<file path="src/rtl/ihex_loader.sv">
// Intel-HEX record parser: checks each record, writes its data bytes out, answers '.' (ACK) or '!' (NAK).
// One byte per cycle on both rx and write side; i_wr_busy stalls WRITE, i_tx_busy holds RESP.
module ihex_loader #(
  parameter int AW      = 32,
  parameter int MAX_LEN = 32
) (
  input  logic          i_clk,
  input  logic          i_reset,
  input  logic [7:0]    i_rx_data,
  input  logic          i_rx_stb,
  output logic [7:0]    o_tx_data,
  output logic          o_tx_stb,
  input  logic          i_tx_busy,
  output logic          o_wr_stb,
  output logic [AW-1:0] o_wr_addr,
  output logic [7:0]    o_wr_data,
  input  logic          i_wr_busy,
  output logic          o_done,
  output logic          o_err,
  output logic [15:0]   o_rec_cnt
);

  localparam int         IW   = (MAX_LEN > 1) ? $clog2(MAX_LEN) : 1;
  localparam logic [7:0] MAX8 = 8'(MAX_LEN);

  typedef enum logic [3:0] {
    IDLE, LEN, ADDR, TYPE, DATA, CSUM, CHECK, WRITE, RESP
  } state_t;

  state_t        state;
  logic [7:0]    mem [0:MAX_LEN-1];
  logic [7:0]    sum, len, rtype, idx;
  logic [15:0]   addr, ext;
  logic [3:0]    hi;
  logic          half, bsel, ack;
  logic [AW-1:0] base;

  logic          hex_ok, is_colon, in_field, byte_done;
  logic [3:0]    nib;
  logic [7:0]    byte_val, idx_nxt;

  always_comb begin
    hex_ok = 1'b1;
    nib    = 4'h0;
    if (i_rx_data >= 8'h30 && i_rx_data <= 8'h39)
      nib = i_rx_data[3:0];
    else if ((i_rx_data >= 8'h61 && i_rx_data <= 8'h66) ||
             (i_rx_data >= 8'h41 && i_rx_data <= 8'h46))
      nib = i_rx_data[3:0] + 4'd9;
    else
      hex_ok = 1'b0;
  end

  assign is_colon  = (i_rx_data == 8'h3A);
  assign in_field  = (state == LEN) || (state == ADDR) || (state == TYPE) ||
                     (state == DATA) || (state == CSUM);
  assign byte_val  = {hi, nib};
  assign byte_done = i_rx_stb && in_field && !is_colon && hex_ok && half;
  assign idx_nxt   = idx + 8'd1;

  // Buffer is deliberately not reset; contents only matter once a record is complete.
  always_ff @(posedge i_clk) begin
    if (byte_done && state == DATA)
      mem[idx[IW-1:0]] <= byte_val;
  end

  always_ff @(posedge i_clk or posedge i_reset) begin
    if (i_reset) begin
      state     <= IDLE;
      sum       <= 8'h00;
      len       <= 8'h00;
      rtype     <= 8'h00;
      idx       <= 8'h00;
      addr      <= 16'h0000;
      ext       <= 16'h0000;
      hi        <= 4'h0;
      half      <= 1'b0;
      bsel      <= 1'b0;
      ack       <= 1'b0;
      base      <= '0;
      o_tx_data <= 8'h00;
      o_tx_stb  <= 1'b0;
      o_wr_stb  <= 1'b0;
      o_wr_addr <= '0;
      o_wr_data <= 8'h00;
      o_done    <= 1'b0;
      o_err     <= 1'b0;
      o_rec_cnt <= 16'h0000;
    end else begin
      o_tx_stb <= 1'b0;
      case (state)
        IDLE: begin
          if (i_rx_stb && is_colon) begin
            sum   <= 8'h00;
            half  <= 1'b0;
            state <= LEN;
          end
        end

        LEN, ADDR, TYPE, DATA, CSUM: begin
          if (i_rx_stb) begin
            if (is_colon) begin
              sum   <= 8'h00;
              half  <= 1'b0;
              state <= LEN;
            end else if (!hex_ok) begin
              ack   <= 1'b0;
              state <= RESP;
            end else if (!half) begin
              hi   <= nib;
              half <= 1'b1;
            end else begin
              half <= 1'b0;
              sum  <= sum + byte_val;
              case (state)
                LEN: begin
                  len  <= byte_val;
                  bsel <= 1'b0;
                  if (byte_val > MAX8) begin
                    ack   <= 1'b0;
                    state <= RESP;
                  end else begin
                    state <= ADDR;
                  end
                end
                ADDR: begin
                  bsel <= 1'b1;
                  if (!bsel) begin
                    addr[15:8] <= byte_val;
                  end else begin
                    addr[7:0] <= byte_val;
                    state     <= TYPE;
                  end
                end
                TYPE: begin
                  rtype <= byte_val;
                  idx   <= 8'h00;
                  state <= (len == 8'h00) ? CSUM : DATA;
                end
                DATA: begin
                  // ext keeps the last two data bytes for extended-address records
                  ext <= {ext[7:0], byte_val};
                  idx <= idx_nxt;
                  if (idx == len - 8'd1)
                    state <= CSUM;
                end
                default: state <= CHECK;
              endcase
            end
          end
        end

        CHECK: begin
          state <= RESP;
          ack   <= 1'b0;
          if (sum == 8'h00) begin
            case (rtype)
              8'h00: begin
                ack <= 1'b1;
                if (len != 8'h00) begin
                  ack       <= 1'b0;
                  idx       <= 8'h00;
                  o_wr_stb  <= 1'b1;
                  o_wr_addr <= base + AW'(addr);
                  o_wr_data <= mem[0];
                  state     <= WRITE;
                end
              end
              8'h01: begin
                ack    <= 1'b1;
                o_done <= 1'b1;
              end
              8'h02: begin
                if (len == 8'd2) begin
                  base <= AW'({ext, 4'h0});
                  ack  <= 1'b1;
                end
              end
              8'h04: begin
                if (len == 8'd2) begin
                  base <= AW'({ext, 16'h0000});
                  ack  <= 1'b1;
                end
              end
              default: ack <= 1'b0;
            endcase
          end
        end

        WRITE: begin
          if (!i_wr_busy) begin
            if (idx == len - 8'd1) begin
              o_wr_stb <= 1'b0;
              ack      <= 1'b1;
              state    <= RESP;
            end else begin
              idx       <= idx_nxt;
              o_wr_addr <= o_wr_addr + AW'(1);
              o_wr_data <= mem[idx_nxt[IW-1:0]];
            end
          end
        end

        RESP: begin
          if (!i_tx_busy) begin
            o_tx_stb  <= 1'b1;
            o_tx_data <= ack ? 8'h2E : 8'h21;
            if (ack)
              o_rec_cnt <= o_rec_cnt + 16'd1;
            else
              o_err <= 1'b1;
            state <= IDLE;
          end
        end

        default: state <= IDLE;
      endcase
    end
  end

endmodule

</file>
<file path="config.mk">
export PLATFORM = sky130hd
export DESIGN_NAME = ihex_loader
export DESIGN_NICKNAME = d
export VERILOG_FILES = /design/src/rtl/ihex_loader.sv
export SDC_FILE = /design/constraint.sdc
export NUM_CORES = 1
export LEC_CHECK = 0
export ABC_AREA = 1
export CAP_MARGIN = 40
export CORE_UTILIZATION = 55
export DETAILED_ROUTE_END_ITERATION = 7
export HOLD_SLACK_MARGIN = 0.03
export PLACE_DENSITY = 0.77
export RECOVER_POWER = 100
export REMOVE_ABC_BUFFERS = 1
export SKIP_CTS_REPAIR_TIMING = 1
export SLEW_MARGIN = 20
export SYNTH_ARGS = -nofsm -noshare
export SYNTH_HDL_FRONTEND = slang
export SYNTH_SLANG_ARGS = --single-unit
</file>
<file path="constraint.sdc">
create_clock -name i_clk -period 9.4 [get_ports i_clk]
set_input_delay 1.88 -clock i_clk [delete_from_list [all_inputs] [get_ports i_clk]]
set_output_delay 1.88 -clock i_clk [all_outputs]
set_load 0.01 [all_outputs]
</file>
Word-level counts from Yosys, hierarchy flattened:

Memory sizes are Yosys's and may differ from the RTL's.
Cells that the tools add are included.

* word-level logic and storage cells: 208
* memories: 1
* output and inout bits: 68
* RAM bits: 256
* bits in registers: 175

* reductions and logical operators: 46
* mux-type cells: 84
* magnitude comparators: 7
* bitwise operators: 5
* $add $sub $neg: 7
* equal/unequal tests: 37

Memories
* mem: depth 32, width 8, read ports 2, clocked after memory_dff 0, write ports 1, RTL line 31 `logic [7:0] mem [0:MAX_LEN-1];`

Operators with widths (number)
* 2-to-1 mux 32 bit: 7
* 2-to-1 mux 8 bit: 19
* one-hot mux 32 bit (2 select lines): 2
* 2-to-1 mux 4 bit: 17
* one-hot mux 8 bit (2 select lines): 3
* AND reduction 6 bit: 6
* adder 32 x 1 -> 32 bit (second input constant): 1
* adder 32 x 16 -> 32 bit: 1
* 2-to-1 mux 1 bit: 28
* != test 2 bit (second input constant): 13
* zero test 8 bit: 3
* one-hot mux 8 bit (3 select lines): 1
* one-hot mux 4 bit (5 select lines): 1
* != test 3 bit (second input constant): 6
* adder 16 x 1 -> 16 bit (second input constant): 1
* equality test 4 x 3 -> 1 bit (second input constant): 4
* equality test 8 x 2 -> 1 bit (second input constant): 2
* >= comparator 8 x 7 -> 1 bit (second input constant): 2
* less-or-equal comparator 8 x 7 -> 1 bit (second input constant): 2
* one-hot mux 4 bit (4 select lines): 1
* AND reduction 8 bit: 2
* AND reduction 5 bit: 3
* AND reduction 7 bit: 2
* AND reduction 11 bit: 1
* other kinds (32): 58

Longest topological paths before layout:

Gate-level depths: netlist (run 1).

* depth in word-level cells: 13
* gate-level depth with buffers: 17

Worst setup path after synthesis (run 1):

Ideal clock, no wire load.

* path type: input -> register
* start: in i_rx_data[0]
* end: reg sum[6]
* path buffers: 0
* slack: 4982 ps
* data required time: 9272 ps
* stages on the path: 16
* arrival: 4290 ps
* cells stage by stage: inv_1 -> ha_1 -> o21ai_0 -> nand2_1 -> nand2_1 -> nand2_2 -> o21ai_0 -> inv_1 -> ha_1 -> a21oi_1 -> o21ai_0 -> nand2_1 -> nand2_1 -> a21oi_1 -> xor2_1 -> o22ai_1

* longest elaborated chain between the ends: 11

RTL lines
* start: declaration: RTL line 9 `input logic [7:0] i_rx_data,`
* >= comparator 8 x 7 -> 1 bit (tied with other cells): RTL line 47 `else if ((i_rx_data >= 8'h61 && i_rx_data <= 8'h66) ||`
* logical AND 1 bit, on equally long branches: RTL line 47, 48
* logical OR 1 bit: RTL line 47
* 2-to-1 mux 4 bit: RTL line 47
* 2-to-1 mux 4 bit (*): RTL line 45 `if (i_rx_data >= 8'h30 && i_rx_data <= 8'h39)`
* named net nib[3]: RTL line 39 `logic [3:0] nib;`
* adder 8 bit (*): RTL line 114 `sum <= sum + byte_val;`
* 2-to-1 mux 8 bit (*): RTL line 109 `end else if (!half) begin`
* 2-to-1 mux 8 bit (*): RTL line 106 `end else if (!hex_ok) begin`
* 2-to-1 mux 8 bit (*): RTL line 102 `if (is_colon) begin`
* 2-to-1 mux 8 bit (*): RTL line 101 `if (i_rx_stb) begin`
* one-hot mux 8 bit (2 select lines) (*): RTL line 91 `case (state)`
* end signal: assignment: RTL line 114
* end: declaration: RTL line 32 `logic [7:0] sum, len, rtype, idx;`

Mark *: on every way through the listed nets, which the timed path passes. The rest lies on a longest branch. The select of a mux whose other input is x is not followed.
A chain may end at the register's enable or synchronous reset.

Worst setup path after layout (run 1):

* start: reg idx[0]
* end: reg o_wr_data[1]

* longest elaborated chain between the ends: 5

RTL lines
* start: declaration: RTL line 32
* start signal: assignment: RTL line 143 `idx <= idx_nxt;`
* start signal: assignment: RTL line 197 `idx <= idx_nxt;`
* adder 8 x 1 -> 8 bit: RTL line 59 `assign idx_nxt = idx + 8'd1;`
* memory (32 x 8 bit)
* 2-to-1 mux 8 bit: RTL line 192 `if (idx == len - 8'd1) begin`
* 2-to-1 mux 8 bit: RTL line 191 `if (!i_wr_busy) begin`
* one-hot mux 8 bit (2 select lines): RTL line 91
* end signal: assignment: RTL line 165 `o_wr_data <= mem[0];`
* end signal: assignment: RTL line 199 `o_wr_data <= mem[idx_nxt[IW-1:0]];`
* end: declaration: RTL line 16 `output logic [7:0] o_wr_data,`

Several ways; a longest one is shown, not always the timed one. The select of a mux whose other input is x is not followed.

==> results.yml, run 1 <==
yosys:
  synth-seq-cells: 422
  syn_area_mm2: 0.0203
  avgSynthCellArea_um2: 9.51
  ys_warn_count: 0
  synth_top_cell_by_area: "edfxtp_1"
  seq_area_frac_synth: 0.583
  synth_edf_count: 256
  synth.top_cell.area_share: 0.379
  synthArstFlopShare: 0.393
  synth_ff_type: "edfxtp_1"
  post_synth_main_area_contributors: "edfxtp_1 (38%), dfrtp_1 (20%), nand2_1 (8.7%), o21ai_0 (6.4%), nor2_1 (5.0%)"
  synth_cells: 2134
  ys_types: 53
place:
  dpl.hpwl_mm: 34.9
  place.gp.congestion: 0.981
  numPortBuffers: 77
floorplanning:
  fp.coreArea_mm2: 0.0364
  chipWidth_um: 194
  start_util: 0.557
  io_pins: 81
  rows: 70
  die-area_mm2: 0.0377
  fp.dieH_um: 194
clock_network:
  clk_latency_ns: 0.57
  htreeDepth: 2
  cts_max_path_buffers: 3
  cts-root-buf: "clkbuf_16"
  tritoncts: "done"
  clk_pin_slew_ns: 0.06
  cts.sinks: 422
  cts_buffers: 45
critical_path:
  crit_path_start_kind: "register"
  crit_fanout: 71
  cp.arrival_ns: 7.32
  cp_data_required_time_ns: 9.86
  worstSetupEndpointType: "register"
  crit_type: "register to register"
power_and_ir_drop:
  total_power_uw: 4480
  power_leakage_uw: 0.00883
  powerDensity_mw_per_mm2: 195
  ir_drop_mv: 0.132
route:
  drt_iter0_markers: 1503
  dr.pass1.iters: 6
  drc_errors: 0
  drt-wirelength-per-cell_um: 19.7
  vias_per_cell: 5.93
  routed_wl_mm: 53.1
  vias: 16000
  ant_nets: 0
sta:
  relSlewSlack: -1.07
  finalHoldViolCount: 0
  period_share: 0.730
  min_period_ns: 6.87
  fin_setup_tns_ns: 0
  rsz0062_at_grt: "false"
  setup_viol_count_final: 0
  worst_pin_slew_ns: 3.11
  max_clock_freq_mhz: 146
  drv_slew: 536
  clock-skew-final_ns: 0.0377
min_path:
  hold_class: "register to register"
grt:
  overflow: 0
  grt_pass1_vias: 15400
  grt_use_total: 0.285
  grt_pass1_wl_mm: 84.5
  antenna_found_initial: 0
  grt_max_degree: 73
outcome:
  outcome: "complete, but fails checks"
  violations: "capacitance limit, slew limit"
final_layout:
  drive_above_1_share: 0.0549
  diodes: 0
  area_growth_pct: 13.2
  fin_nets: 2235
flow_run:
  cap_violations: 12
[placed cells by master (no fill, tap or decap), types with 9 or more instances in the layout]
| cell type | count |
|---|---|
| dlygate4sd3_1 | 68 |
| nand4_1 | 21 |
| o221ai_1 | 59 |
| bufinv_16 | 9 |
| clkdlybuf4s50_1 | 9 |
| a21oi_1 | 38 |
| o22ai_1 | 9 |
| or2_2 | 9 |
| edfxtp_1 | 256 |
| nand3_1 | 134 |
| o31ai_1 | 10 |
| ha_1 | 32 |
| xor2_1 | 38 |
| dfrtp_1 | 166 |
| inv_1 | 134 |
| clkbuf_16 | 47 |
| o21ai_0 | 265 |
| nor2_1 | 276 |
| buf_4 | 10 |
| nand2_1 | 475 |
| clkbuf_1 | 18 |
| nor3_1 | 22 |
| xnor2_1 | 23 |
| o211ai_1 | 10 |
[registers in the layout, indices dropped and copies added (netlist names)]
register and flops:
mem 256, o_done 1, o_wr_stb 1, o_tx_stb 1, o_wr_data 8, addr 16, o_err 1, idx 8
o_rec_cnt 16, base 28, o_wr_addr 32, sum 8, hi 4, bsel 1, ext 16, o_tx_data 3
rtype 8, len 8, ack 1, half 1, state 4
[cells by family after synthesis]
group,Yosys count,synth area share
adders and majority gates,34,0.0217
xor gates and xnor gates,61,0.0267
AOI/OAI and AO/OA,412,0.119
DFF,422,0.583
other,1,0.000185
and+or+nand+nor,962,0.200
muxes,1,0.000493
buffers and inverters,241,0.0491
[synthesized netlist by cell type, drive strengths merged (2+ instances only)]
library cell	number
o211ai	10
edfxtp	256
fa	2
o31ai	13
clkbuf	58
ha	32
xnor2	23
nor3b	4
o221ai	59
nor4	6
o21ai	272
nand2	476
a21boi	2
nor3	23
nand4	23
or2	10
o21bai	5
inv	143
a21oi	38
buf	39
o22ai	9
nor2	282
xor2	38
nand3	135
dfrtp	166
[layer usage]
metal	share of wire	track usage
met1	0.42	0.392
met2	0.46	0.456
met3	0.084	0.0487
met4	0.034	0.110
met5	0	0
[where the power goes]
group,internal [µW],switching (µW)
combinational,144,302
clock,1190,756
sequential,2020,59.1
[stage by stage]
stage	cell area, µm²	setup slack (ns)	cells	hold WS [ns]	util
2_1_floorplan	19900	2.30	2039	0.453	-
3_3_place_gp	21400	3.86	2601	0.456	0.587
3_5_place_dp	21500	3.65	2605	0.450	0.589
4_1_cts	23100	4.27	2687	0.476	0.634
5_1_grt	23000	2.14	2691	0.486	0.631
6_report	23000	2.53	2691	0.468	0.631
[worst max-delay path: stages (launching register included)]
cell      delay (ns)
dfrtp_1         1.61
clkbuf_1        2.07
nand3_1         0.41
xor2_1          1.14
inv_1           0.64
nand3_1         0.31
nand3_1         0.17
nand3_1         0.17
nand2_1         0.09
nand2_1         0.07
nand2_1         0.05
[area by class of cell]
cell class	count	area, µm²
multi-input cells	1473	7400
inverters	144	543
clock inverters	26	412
flip-flops and latches	422	11800
repair buffers	102	966
fillers	2926	13400
well taps	468	586
clock buffers	56	1240
[worst paths after layout]
check | startpoint | end | slack, ns | depth (start not counted)
hold / removal | o_done | o_done | 0.47 | 2
setup / recovery | idx[0] | o_wr_data[1] | 2.53 | 10
min in group asynchronous | i_reset | ext[10] | 2.30 | 2
hold reg to reg | o_done | o_done | 0.47 | 2
setup reg to reg | idx[0] | o_wr_data[1] | 2.53 | 10
max in group asynchronous | i_reset | o_wr_addr[13] | 3.10 | 4
(Power assumes the default switching activity.)
==> run 2: changes to the inputs <==
- clock period: 9.4 -> 6.69 ns (I/O delays scaled with it)
==> run 2 against run 1 <==
  * The flow still finishes with violations (capacitance limit, slew limit)
  * Cell area is 1.1% lower
  * Power is 33% higher
  * Clock skew is 0.0085 ns lower
  * Sequential share of layout area is 0.58 points higher
  * Setup slack worse by 1.4 ns
  * Die area stayed put
  * Routed wire length is 1.1% lower
  * Utilization is 0.68 points lower
  * First-iteration DRC count is 9.2% lower
  * Flip-flop and latch count stayed put
  * Clock-buffer cell count is 6 higher
  * Largest cell class unchanged
==> results.yml, run 2 (same netlist as run 1, synthesis figures left out) <==
place:
  place_ws_ns: 1.54
  placed_area_mm2: 0.0215
  dpl.hpwl_mm: 35.3
  dp_cells: 2608
  place.gp.congestion: 0.970
  numPortBuffers: 77
critical_path:
  crit_path_start_kind: "input pin"
  r2r_slack_ns: 1.66
  reg2reg_depth: 14
  r2r_start: "len[0]"
  critPathLaunch: "i_rx_data[0]"
  worstSetupEndpointType: "register"
  r2r-end: "o_wr_addr[10]"
  cp_data_required_time_ns: 7.08
  crit_fanout: 38
  cp.arrival_ns: 5.93
  crit_end: "sum[6]"
  crit_type: "input pin to register"
route:
  vias: 15700
  drc_errors: 0
  routed_wl_mm: 52.5
  vias_per_cell: 5.85
  ant_nets: 0
  dr.pass1.iters: 8
  drt_iter0_markers: 1365
  drt-wirelength-per-cell_um: 19.5
grt:
  grt_use_total: 0.285
  grt_pass1_wl_mm: 84.3
  overflow: 0
  antenna_found_initial: 0
  grt_pass1_vias: 15400
  grt_max_degree: 98
outcome:
  violations: "capacitance limit, slew limit"
  outcome: "complete, but fails checks"
final_layout:
  area_growth_pct: 12.0
  multiInputGateArea_mm2: 0.00740
  fin_nets: 2234
  drive_above_1_share: 0.0509
  final_cell_area_mm2: 0.0227
  layout_common_cells: "nand2_1 (475), nor2_1 (276), o21ai_0 (267), edfxtp_1 (256), dfrtp_1 (165)"
  final_common_cell: "nand2_1"
  regArea_mm2: 0.0118
  fin_cells: 2688
  num-fill-cells: 2958
  fin_util: 0.624
  largest_register_ffs: 256
  diodes: 0
min_path:
  whs_path_depth: 2
  hold_class: "register to register"
power_and_ir_drop:
  p_switching_uw: 1500
  ir_drop_mv: 0.206
  pwr-share-seq: 0.492
  netSwitchingFraction: 0.252
  clockPowerShare: 0.403
  total_power_uw: 5950
  powerDensity_mw_per_mm2: 262
  cell_internal_pwr_uw: 4450
  pwr-share-comb: 0.105
  power_leakage_uw: 0.00872
clock_network:
  cts_buffers: 44
  cts_max_path_buffers: 3
  tritoncts: "done"
  htreeDepth: 2
  clk_pin_slew_ns: 0.05
  clk_latency_ns: 0.56
  cts.sinks: 422
  cts-root-buf: "clkbuf_16"
floorplanning:
  rows: 70
  start_util: 0.557
  chipWidth_um: 194
  fp.dieH_um: 194
  io_pins: 81
  die-area_mm2: 0.0377
  fp.coreArea_mm2: 0.0364
sta:
  min_period_ns: 5.54
  relSlewSlack: -1.33
  rsz0062_at_grt: "false"
  finalHoldViolCount: 0
  setup_viol_count_final: 0
  drv_slew: 462
  period_share: 0.828
  clock-skew-final_ns: 0.0292
  worst_pin_slew_ns: 3.47
  postLayoutSetupSlackWorst_ns: 1.15
  max_clock_freq_mhz: 180
flow_run:
  cap_violations: 11
[run 2: cell count changes in the layout (fill, tap and decap cells not counted), sizes merged]
| cell | before | now |
|---|---|---|
| buf | 13 | 14 |
| bufinv | 9 | 3 |
| clkinv | 13 | 16 |
| clkbuf | 68 | 73 |
| inv | 143 | 140 |
| clkinvlp | 5 | 2 |
[run 2: how the worst min path moves through the flow]
stage,from,to
floorplan,addr[0],addr[0]
global placement,o_tx_data[5],o_tx_data[5]
detailed placement,o_done,o_done
CTS,o_tx_data[5],o_tx_data[5]
global route,o_tx_data[5],o_tx_data[5]
finish,o_done,o_done
[run 2: per-stage QoR]
stage,hold slack (ns),setup TNS [ns]
finish,0.464,0
global route,0.481,0
CTS,0.475,0
detailed placement,0.454,0
global placement,0.458,0
floorplan,0.453,-3.29
[run 2: power by group through the flow]
| stage | logic, µW | clock network [µW] | registers, µW |
|---|---|---|---|
| 6_report | 625 | 2400 | 2930 |
| 5_1_grt | 693 | 2530 | 2940 |
| 4_1_cts | 640 | 2430 | 2930 |
| 3_5_place_dp | 636 | 0 | 2980 |
| 3_3_place_gp | 599 | 0 | 2990 |
| 2_1_floorplan | 396 | 0 | 2970 |
[run 2: layout make-up]
| type | count | area share |
|---|---|---|
| Tap cell | 468 | 0.0257 |
| Timing Repair Buffer | 102 | 0.0418 |
| Clock buffer | 62 | 0.0545 |
| Clock inverter | 17 | 0.00781 |
| Sequential cell | 422 | 0.521 |
| Inverter | 144 | 0.0239 |
| Multi-Input combinational cell | 1473 | 0.325 |
[run 2: worst max-delay path: stages]
cell and delay (ns):
dlygate4sd3_1 0.60, inv_1 0.13, ha_1 0.18, o21ai_0 0.08
nand2_1 0.12, nand3_1 0.08, nand2_1 0.07, clkbuf_1 1.61
inv_1 0.39, fa_1 0.57, o21ai_0 0.30, nand2_1 0.08
nand2_1 0.07, a21oi_1 0.06, xor2_1 0.13, o22ai_1 0.09
[run 2: per-layer routing]
layer	track usage	up-vias	part of all wire
li1	-	7417	-
met1	0.389	7497	0.41
met2	0.475	710	0.48
met3	0.0398	108	0.081
met4	0.0905	0	0.027
met5	0	-	0
==> run 3: changes to the inputs <==
- PLACE_DENSITY: 0.77 -> 0.8
- clock period: 6.69 -> 4.46 ns (I/O delays scaled with it)
==> run 3 against run 2 <==
  * The flow still finishes with violations (capacitance limit, slew limit)
  * First-iteration DRC count grew 28%
  * Critical path depth shrank 3
  * Clock-buffer cell count shrank 12
  * Via count grew 2.8%
  * Largest cell class unchanged
  * Register-to-register slack lost 0.97 ns
  * Flip-flop and latch count is the same
  * Cell count grew 1.2%
  * Clock skew shrank 0.0087 ns
  * Setup slack lost 0.55 ns
  * Cell area grew 0.90%
==> results.yml, run 3 (same netlist as run 1, synthesis figures left out) <==
outcome:
  outcome: "complete, but fails checks"
  violations: "capacitance limit, slew limit"
power_and_ir_drop:
  cell_internal_pwr_uw: 6840
  ir_drop_mv: 0.317
  pwr-share-comb: 0.101
  power_leakage_uw: 0.00881
  p_switching_uw: 2320
  netSwitchingFraction: 0.253
  powerDensity_mw_per_mm2: 399
  pwr-share-seq: 0.479
  clockPowerShare: 0.419
floorplanning:
  start_util: 0.557
  io_pins: 81
  fp.dieH_um: 194
  chipWidth_um: 194
  fp.coreArea_mm2: 0.0364
  rows: 70
  die-area_mm2: 0.0377
grt:
  overflow: 0
  grt_pass1_vias: 15700
  grt_use_total: 0.287
  grt_pass1_wl_mm: 85.4
  grt_max_degree: 83
  antenna_found_initial: 0
clock_network:
  clk_pin_slew_ns: 0.06
  cts.sinks: 422
  cts_buffers: 43
  tritoncts: "done"
  htreeDepth: 2
  clk_latency_ns: 0.57
  cts_max_path_buffers: 3
  cts-root-buf: "clkbuf_16"
critical_path:
  cp.arrival_ns: 4.06
  cp_data_required_time_ns: 4.66
  crit_fanout: 9
  worstSetupEndpointType: "register"
  cp_slowest_stage_delay_ns: 0.67
  crit_path_start_kind: "input pin"
  crit_slowest_cell: "nor2_1"
  cp_cell_sequence: "dlygate4sd3_1 > inv_1 > ha_1 > o21ai_0 > nand2_1 > nand2_1 > nand2_1 > nand2_1 > nor2_1 > inv_1 > nor2_2 > nand2_1 > nor2_1"
  cp_common_cell: "nand2_1"
  crit_type: "input pin to register"
sta:
  setup_viol_count_final: 0
  relSlewSlack: -0.444
  drv_slew: 215
  max_clock_freq_mhz: 259
  min_period_ns: 3.86
  rsz0062_at_grt: "false"
  period_share: 0.866
  clock-skew-final_ns: 0.0205
  postLayoutSetupSlackWorst_ns: 0.598
  finalHoldViolCount: 0
  worst_pin_slew_ns: 2.17
final_layout:
  fin_nets: 2263
  layout_common_cells: "nand2_1 (475), nor2_1 (277), o21ai_0 (267), edfxtp_1 (256), dfrtp_1 (165)"
  largest_register_ffs: 256
  fin_util: 0.630
  num-fill-cells: 2944
  area_growth_pct: 13.0
  final_common_cell: "nand2_1"
  diodes: 0
  drive_above_1_share: 0.0538
  final_cell_area_mm2: 0.0229
route:
  drc_errors: 0
  drt-wirelength-per-cell_um: 19.8
  vias_per_cell: 5.95
  vias: 16200
  dr.pass1.iters: 7
  drt_iter0_markers: 1752
  ant_nets: 0
  routed_wl_mm: 53.8
place:
  place_ws_ns: 0.264
  dpl.hpwl_mm: 35.4
  place.gp.congestion: 0.986
  placed_area_mm2: 0.0217
  numPortBuffers: 77
min_path:
  hold_class: "register to register"
flow_run:
  cap_violations: 6
[run 3: cell count changes in the layout (fill, tap and decap cells not counted), sizes merged]
cell and change:
dlygate4sd3 -1, clkinvlp +2, clkinv +1, bufinv +5, clkdlybuf4s50 +1, clkbuf +16, inv +5, buf +2
[run 3: path summary, 6_finish.rpt]
path	from	end	slack, ns	cells after the start
worst max-delay path	i_rx_data[0]	mem[18][3]	0.60	13
worst min-delay path	o_rec_cnt[15]	o_rec_cnt[15]	0.47	1
worst max register to register	idx[0]	o_wr_data[6]	0.69	13
worst min register to register	o_rec_cnt[15]	o_rec_cnt[15]	0.47	1
max in group asynchronous	i_reset	o_wr_data[1]	1.57	3
min in group asynchronous	i_reset	base[9]	0.94	2
[run 3: power by group through the flow]
stage	clock network, µW	registers, µW	logic, µW
2_1_floorplan	0	4460	594
3_3_place_gp	0	4490	899
3_5_place_dp	0	4480	937
4_1_cts	3880	4400	945
5_1_grt	4020	4400	1030
6_report	3840	4390	928
[run 3: critical path: cells and delay by family]
kind | cells | cell delay (ns)
fa+ha+maj | 1 | 0.18
buf+inv | 3 | 0.86
compound gates | 1 | 0.08
simple gates | 8 | 2.04
[run 3: cell type report]
class / count / area (µm²) / area share
clock buffers: 50 / 1120 / 0.0486
clock inverters: 30 / 388 / 0.0169
inverters: 144 / 547 / 0.0238
multi-input cells: 1473 / 7400 / 0.322
flip-flops and latches: 422 / 11800 / 0.516
well taps: 468 / 586 / 0.0255
repair buffers: 132 / 1070 / 0.0466
[run 3: per-layer routing]
metal	part of all wire	track usage	vias up
li1	-	-	7494
met4	0.039	0.114	0
met1	0.40	0.388	7659
met2	0.47	0.470	871
met5	0	0	-
met3	0.088	0.0402	148
[run 3: stage by stage]
step	total power, µW	hold slack [ns]	std cells	setup TNS, ns
floorplan	5060	0.453	2039	-313.31
global placement	5390	0.450	2634	0
detailed placement	5420	0.462	2638	0
CTS	9230	0.478	2718	0
global route	9450	0.487	2719	0
finish	9160	0.469	2719	0
